File: src/rtl/regex_imem_arb_pkg.sv
// Shared types and helpers for the regex instruction-memory arbiter.
package regex_imem_arb_pkg;

    typedef enum logic {
        PORT_A = 1'b0,
        PORT_B = 1'b1
    } port_sel_t;

    localparam int POPCNT_W = 64;

    function automatic int unsigned popcount(input logic [POPCNT_W-1:0] vec);
        int unsigned cnt;
        cnt = 32'd0;
        for (int i = 0; i < POPCNT_W; i++) begin
            cnt = cnt + 32'(vec[i]);
        end
        return cnt;
    endfunction

endpackage

File: src/rtl/regex_rr_pick2.sv
// Round-robin picker: first two requesters from rr_ptr onward, one for each BRAM port.
module regex_rr_pick2 #(
    parameter int N  = 4,
    parameter int PW = 2
) (
    input  logic [N-1:0]  req,
    input  logic [PW-1:0] rr_ptr,
    output logic          gnt_a_valid,
    output logic [PW-1:0] gnt_a_idx,
    output logic [N-1:0]  gnt_a,
    output logic          gnt_b_valid,
    output logic [PW-1:0] gnt_b_idx,
    output logic [N-1:0]  gnt_b
);

    logic [PW:0] pos_s;

    // Scan rr_ptr, rr_ptr+1, ... with an explicit wrap at N so non-power-of-2 N works.
    always_comb begin
        gnt_a_valid = 1'b0;
        gnt_a_idx   = '0;
        gnt_a       = '0;
        gnt_b_valid = 1'b0;
        gnt_b_idx   = '0;
        gnt_b       = '0;
        pos_s       = '0;
        for (int k = 0; k < N; k++) begin
            pos_s = {1'b0, rr_ptr} + (PW+1)'(k);
            if (pos_s >= (PW+1)'(N)) begin
                pos_s = pos_s - (PW+1)'(N);
            end else begin
                pos_s = pos_s;
            end
            if (req[pos_s[PW-1:0]]) begin
                if (!gnt_a_valid) begin
                    gnt_a_valid               = 1'b1;
                    gnt_a_idx                 = pos_s[PW-1:0];
                    gnt_a[pos_s[PW-1:0]]      = 1'b1;
                end else if (!gnt_b_valid) begin
                    gnt_b_valid               = 1'b1;
                    gnt_b_idx                 = pos_s[PW-1:0];
                    gnt_b[pos_s[PW-1:0]]      = 1'b1;
                end else begin
                    gnt_b_valid = gnt_b_valid;
                end
            end else begin
                gnt_a_valid = gnt_a_valid;
            end
        end
    end

endmodule

File: src/rtl/regex_imem_arbiter.sv
// Arbitrates N_CPU instruction fetch ports onto a dual-port read-only BRAM, data returned one cycle after grant.
// Optional statistics counters are built when REGEX_IMEM_ARB_STATS_EN is defined.
module regex_imem_arbiter
    import regex_imem_arb_pkg::*;
#(
    parameter int N_CPU             = 4,
    parameter int MEMORY_WIDTH      = 16,
    parameter int MEMORY_ADDR_WIDTH = 11,
    parameter int CNT_WIDTH         = 32
) (
    input  logic                                 clk,
    input  logic                                 rst,
    input  logic [N_CPU-1:0]                     cpu_valid,
    input  logic [N_CPU*MEMORY_ADDR_WIDTH-1:0]   cpu_addr,
    output logic [N_CPU-1:0]                     cpu_ready,
    output logic [N_CPU*MEMORY_WIDTH-1:0]        cpu_data,
    output logic                                 bram_a_en,
    output logic [MEMORY_ADDR_WIDTH-1:0]         bram_a_addr,
    input  logic [MEMORY_WIDTH-1:0]              bram_a_dout,
    output logic                                 bram_b_en,
    output logic [MEMORY_ADDR_WIDTH-1:0]         bram_b_addr,
    input  logic [MEMORY_WIDTH-1:0]              bram_b_dout
`ifdef REGEX_IMEM_ARB_STATS_EN
    ,
    output logic [CNT_WIDTH-1:0]                 stat_grants,
    output logic [CNT_WIDTH-1:0]                 stat_stalls
`endif
);

    localparam int PW = (N_CPU > 1) ? $clog2(N_CPU) : 1;
    localparam int AW = MEMORY_ADDR_WIDTH;
    localparam int MW = MEMORY_WIDTH;

    logic [PW-1:0]    rr_ptr_r;
    port_sel_t        sel_q_r [N_CPU];
    logic [N_CPU-1:0] gnt_q_r;

    logic             a_valid_s, b_valid_s, port_a_s, port_b_s;
    logic [PW-1:0]    a_idx_s, b_idx_s, last_idx_s, rr_next_s;
    logic [N_CPU-1:0] gnt_a_s, gnt_b_s, cpu_ready_s;
    logic [AW-1:0]    addr_a_s, addr_b_s;

    regex_rr_pick2 #(.N(N_CPU), .PW(PW)) u_pick (
        .req         (cpu_valid),
        .rr_ptr      (rr_ptr_r),
        .gnt_a_valid (a_valid_s),
        .gnt_a_idx   (a_idx_s),
        .gnt_a       (gnt_a_s),
        .gnt_b_valid (b_valid_s),
        .gnt_b_idx   (b_idx_s),
        .gnt_b       (gnt_b_s)
    );

    // Grants are suppressed while rst is high; address muxes return 0 on idle ports.
    always_comb begin
        port_a_s    = a_valid_s & ~rst;
        port_b_s    = b_valid_s & ~rst;
        cpu_ready_s = rst ? '0 : (gnt_a_s | gnt_b_s);
        addr_a_s    = '0;
        addr_b_s    = '0;
        for (int i = 0; i < N_CPU; i++) begin
            if (port_a_s && (a_idx_s == PW'(i))) begin
                addr_a_s = cpu_addr[i*AW +: AW];
            end else begin
                addr_a_s = addr_a_s;
            end
            if (port_b_s && (b_idx_s == PW'(i))) begin
                addr_b_s = cpu_addr[i*AW +: AW];
            end else begin
                addr_b_s = addr_b_s;
            end
        end
        last_idx_s = b_valid_s ? b_idx_s : a_idx_s;
        rr_next_s  = (last_idx_s == PW'(N_CPU-1)) ? '0 : (last_idx_s + PW'(1));
    end

    assign cpu_ready   = cpu_ready_s;
    assign bram_a_en   = port_a_s;
    assign bram_a_addr = addr_a_s;
    assign bram_b_en   = port_b_s;
    assign bram_b_addr = addr_b_s;

    // Pointer advance and return-path bookkeeping for next-cycle data steering.
    always_ff @(posedge clk) begin
        if (rst) begin
            rr_ptr_r <= '0;
            gnt_q_r  <= '0;
            for (int i = 0; i < N_CPU; i++) begin
                sel_q_r[i] <= PORT_A;
            end
        end else begin
            if (port_a_s) begin
                rr_ptr_r <= rr_next_s;
            end else begin
                rr_ptr_r <= rr_ptr_r;
            end
            gnt_q_r <= cpu_ready_s;
            for (int i = 0; i < N_CPU; i++) begin
                sel_q_r[i] <= gnt_b_s[i] ? PORT_B : PORT_A;
            end
        end
    end

    // Steer the BRAM read data to the CPU that was granted last cycle.
    always_comb begin
        cpu_data = '0;
        for (int i = 0; i < N_CPU; i++) begin
            if (gnt_q_r[i]) begin
                cpu_data[i*MW +: MW] = (sel_q_r[i] == PORT_B) ? bram_b_dout : bram_a_dout;
            end else begin
                cpu_data[i*MW +: MW] = '0;
            end
        end
    end

`ifdef REGEX_IMEM_ARB_STATS_EN
    logic [CNT_WIDTH-1:0] stat_grants_r, stat_stalls_r;
    logic [CNT_WIDTH:0]   grants_sum_s;
    logic                 stall_s;

    // Saturating sum of this cycle's grants; a stall is any requester left waiting.
    always_comb begin
        grants_sum_s = {1'b0, stat_grants_r} +
                       (CNT_WIDTH+1)'(popcount(POPCNT_W'(cpu_ready_s)));
        stall_s      = popcount(POPCNT_W'(cpu_valid)) > popcount(POPCNT_W'(cpu_ready_s));
    end

    // Statistics counters, saturating at all-ones.
    always_ff @(posedge clk) begin
        if (rst) begin
            stat_grants_r <= '0;
            stat_stalls_r <= '0;
        end else begin
            stat_grants_r <= grants_sum_s[CNT_WIDTH] ? '1 : grants_sum_s[CNT_WIDTH-1:0];
            if (stall_s && (stat_stalls_r != '1)) begin
                stat_stalls_r <= stat_stalls_r + CNT_WIDTH'(1);
            end else begin
                stat_stalls_r <= stat_stalls_r;
            end
        end
    end

    assign stat_grants = stat_grants_r;
    assign stat_stalls = stat_stalls_r;
`endif

endmodule
File: config.mk
export PLATFORM = sky130hd
export DESIGN_NAME = regex_imem_arbiter
export DESIGN_NICKNAME = d
export VERILOG_FILES = /design/src/rtl/regex_imem_arb_pkg.sv /design/src/rtl/regex_rr_pick2.sv /design/src/rtl/regex_imem_arbiter.sv
export SDC_FILE = /design/constraint.sdc
export NUM_CORES = 1
export LEC_CHECK = 0
export ABC_AREA = 1
export CAP_MARGIN = 40
export CORE_UTILIZATION = 35
export DETAILED_ROUTE_END_ITERATION = 10
export PLACE_DENSITY = 0.89
export SETUP_SLACK_MARGIN = 0.4
export SLEW_MARGIN = 40
export SYNTH_ARGS = -nofsm -noshare
export SYNTH_HDL_FRONTEND = slang
export SYNTH_SLANG_ARGS = --single-unit
File: constraint.sdc
create_clock -name clk -period 2.4 [get_ports clk]
set_clock_uncertainty 0.05 [all_clocks]
set_input_delay 0.24 -clock clk [delete_from_list [all_inputs] [get_ports clk]]
set_output_delay 0.24 -clock clk [all_outputs]
set_load 0.005 [all_outputs]
==> results.yml <==
global_routing:
  grt_pass1_vias: 5250
  grt-ovfl-total: 0
  grt_first_pass_wirelength_mm: 25.3
  grt_usage: 0.374
  antenna_found_initial: 0
  grt_max_degree: 17
cells_and_area:
  final_util: 0.819
  n_antenna_cell: 0
  syn2layout_area_growth_pct: 126
  final_cell_mix: "141 x clkdlybuf4s50_1, 135 x nor2_1, 73 x nand2_1"
  final_common_cell: "clkdlybuf4s50_1"
  final_nets: 910
  fill_cells: 464
  drive_above_1_share: 0.374
critical_path:
  worstPathMaxFanout: 7
  crit_path_end_kind: "output pin"
  crit_type: "flip-flop to output pin"
  setup.worst_path.start_class: "flip-flop"
  required_ns: 2.11
  critPathArrivalTime_ns: 2.80
outcome:
  outcome: "finished with violations"
  violations: "setup timing"
placed_design:
  gp_routability_congestion: 0.928
  portBuffers: 173
  dp_hpwl_mm: 9.80
hold_path:
  min_path_type: "primary input to flip-flop"
clocking:
  clk_pin_slew_worst_paths_ns: 0.06
  root_buffer: "clkbuf_8"
  worst_skew_pair.late_latency_ns: 0.24
  numCtsBuffers: 3
  cts_tree: "done"
  cts_buffer_depth: 2
  cts.sinks: 10
  htreeDepth: 1
die:
  initial_core_util: 0.362
  die_h_um: 91.1
  core.rowCount: 32
  dieArea_mm2: 0.00831
  die_x_um: 91.1
  core_mm2: 0.00769
  io_pins: 174
pwr:
  p_per_area_mw_per_mm2: 1870
  max-vdd-ir-drop_uv: 1420
  p_total_uw: 11800
  p_leak_uw: 0.00291
timing:
  finalSetupViolations: 37
  finalWorstSetupSlack_ns: -0.693
  hold_viol_final: 0
  slew_viol_final: 0
  relSlewSlack: 0.748
  rsz0062_at_grt: "yes"
  period_share: 1.29
  fmax_mhz: 323
  worst_pin_slew_ns: 0.378
  finalCriticalPeriod_ns: 3.09
synth:
  yosysWarnings: 0
  synth_area_leaders: "nor2_1 19%, nand2_1 15%, o21ai_0 13%"
  synth.cell_area_mm2: 0.00278
  synth_edf_count: 0
  yosys.area.top_type_share: 0.190
  ys_seq_area_frac: 0.0720
  synth_top_area_cell: "nor2_1"
  async_reset_ff_frac: 0
  synth_nets: 629
  syn_area_per_cell_um2: 5.14
  ys_seq_elements: 10
  ys.flop_type: "dfxtp_1"
  synth_cells: 541
  synth_cell_type_count: 36
route:
  drtPass1Iterations: 8
  first_iter_violations: 573
  route.detailed.drc: 0
  ant_nets: 0
  via_per_inst: 5.92
  dr_total_vias: 5462
  wirelength_mm: 17.8
  wire_per_inst_um: 19.3
flow_run:
  maxCapViolCount: 0
==> per-stage QoR <==
stage	std cells	hold WS (ns)	worst slack, ns	cell area, µm²	TNS, ns
global route	923	0.863	-0.722	6290	-20.12
global placement	854	0.749	-0.607	5130	-14.83
detailed placement	854	0.781	-0.727	5130	-17.15
CTS	905	0.754	-0.441	5860	-8.78
finish	923	0.845	-0.693	6290	-18.01
floorplan	541	0.259	0.205	2910	0
==> synth_stat cells, types with 2 or more instances <==
master / n
nand3_4: 3
a22oi_1: 3
nand2_1: 112
nand2_2: 10
inv_2: 13
o31ai_1: 2
nor3_1: 3
nand3_1: 38
dfxtp_1: 10
buf_2: 10
buf_6: 2
inv_1: 30
ha_1: 6
buf_4: 2
nand3_2: 5
o21ai_0: 70
o21ai_1: 10
clkbuf_1: 13
a21oi_1: 13
nand2_4: 3
nand2_8: 3
nor2_1: 141
nand4_1: 23
nor2_2: 2
a211oi_1: 3
==> final cells by class <==
class,instances,area (µm²),area share
inverter,44,210,0.0334
sequential,10,213,0.0338
tap,102,128,0.0203
timing repair buffer,303,2920,0.463
clock buffer,4,45.0,0.00716
multi-input combinational,460,2780,0.442
==> flip-flops by register name (all words and copies together), names as in the netlist <==
name      count
rr_ptr_r      2
sel_q_r       4
gnt_q_r       4
==> metal layers <==
metal | global-route usage | wire length (µm)
met5 | 0 | 0
met4 | 0.257 | 1630
met3 | 0.0704 | 1810
met2 | 0.687 | 8360
met1 | 0.381 | 6020
==> timing repair <==
| action | in CTS | in global routing |
|---|---|---|
| pin swaps | 44 | 42 |
| cloned | 2 | 0 |
| gates resized for setup | 221 | 77 |
| hold buffers | 0 | 0 |
| endpoints found under the hold margin | 0 | 0 |
| setup buffers | 45 | 18 |
| setup endpoints to repair | 50 | 72 |
==> worst max-delay path, stage by stage (launching register included) <==
cell and delay (ns):
dfxtp_4 0.38, inv_6 0.05, ha_4 0.26, inv_4 0.09
nand3_4 0.08, nand2_4 0.12, nand3_4 0.10, nand2_4 0.12
inv_2 0.04, nand2_2 0.08, nand2_2 0.05, nand2_2 0.07
nand2_2 0.08, buf_6 0.14, buf_6 0.11, nor2_4 0.11
buf_6 0.17, o21ai_2 0.07, nand2_1 0.11, nand2_2 0.08
nand2_1 0.10, buf_2 0.14
==> logic make-up after synthesis <==
logic type                 count (synthesis)  synth area share
and+or+nand+nor                          349             0.591
AOI/OAI and AO/OA                        105             0.201
buffers and inverters                     71             0.109
DFF                                       10            0.0720
adders and majority gates                  6            0.0270
==> report_power, final <==
part	total [µW]	internal, µW	switching [µW]
logic	11200	5240	5960
clock network	184	116	68.0
registers	399	253	146
==> path summary, 6_finish.rpt <==
path / slack [ns] / from / end / cells after the start
setup / recovery: -0.69 / rr_ptr_r[0]$_SDFFE_PP0P_ / bram_b_addr[8] / 21
hold / removal: 0.84 / rst / gnt_q_r[2]$_SDFF_PP0_ / 3
setup reg to reg: -0.50 / rr_ptr_r[0]$_SDFFE_PP0P_ / gnt_q_r[2]$_SDFF_PP0_ / 21
hold reg to reg: 0.91 / rr_ptr_r[1]$_SDFFE_PP0P_ / rr_ptr_r[1]$_SDFFE_PP0P_ / 5
Note: power is estimated with default switching activity, not from simulation.
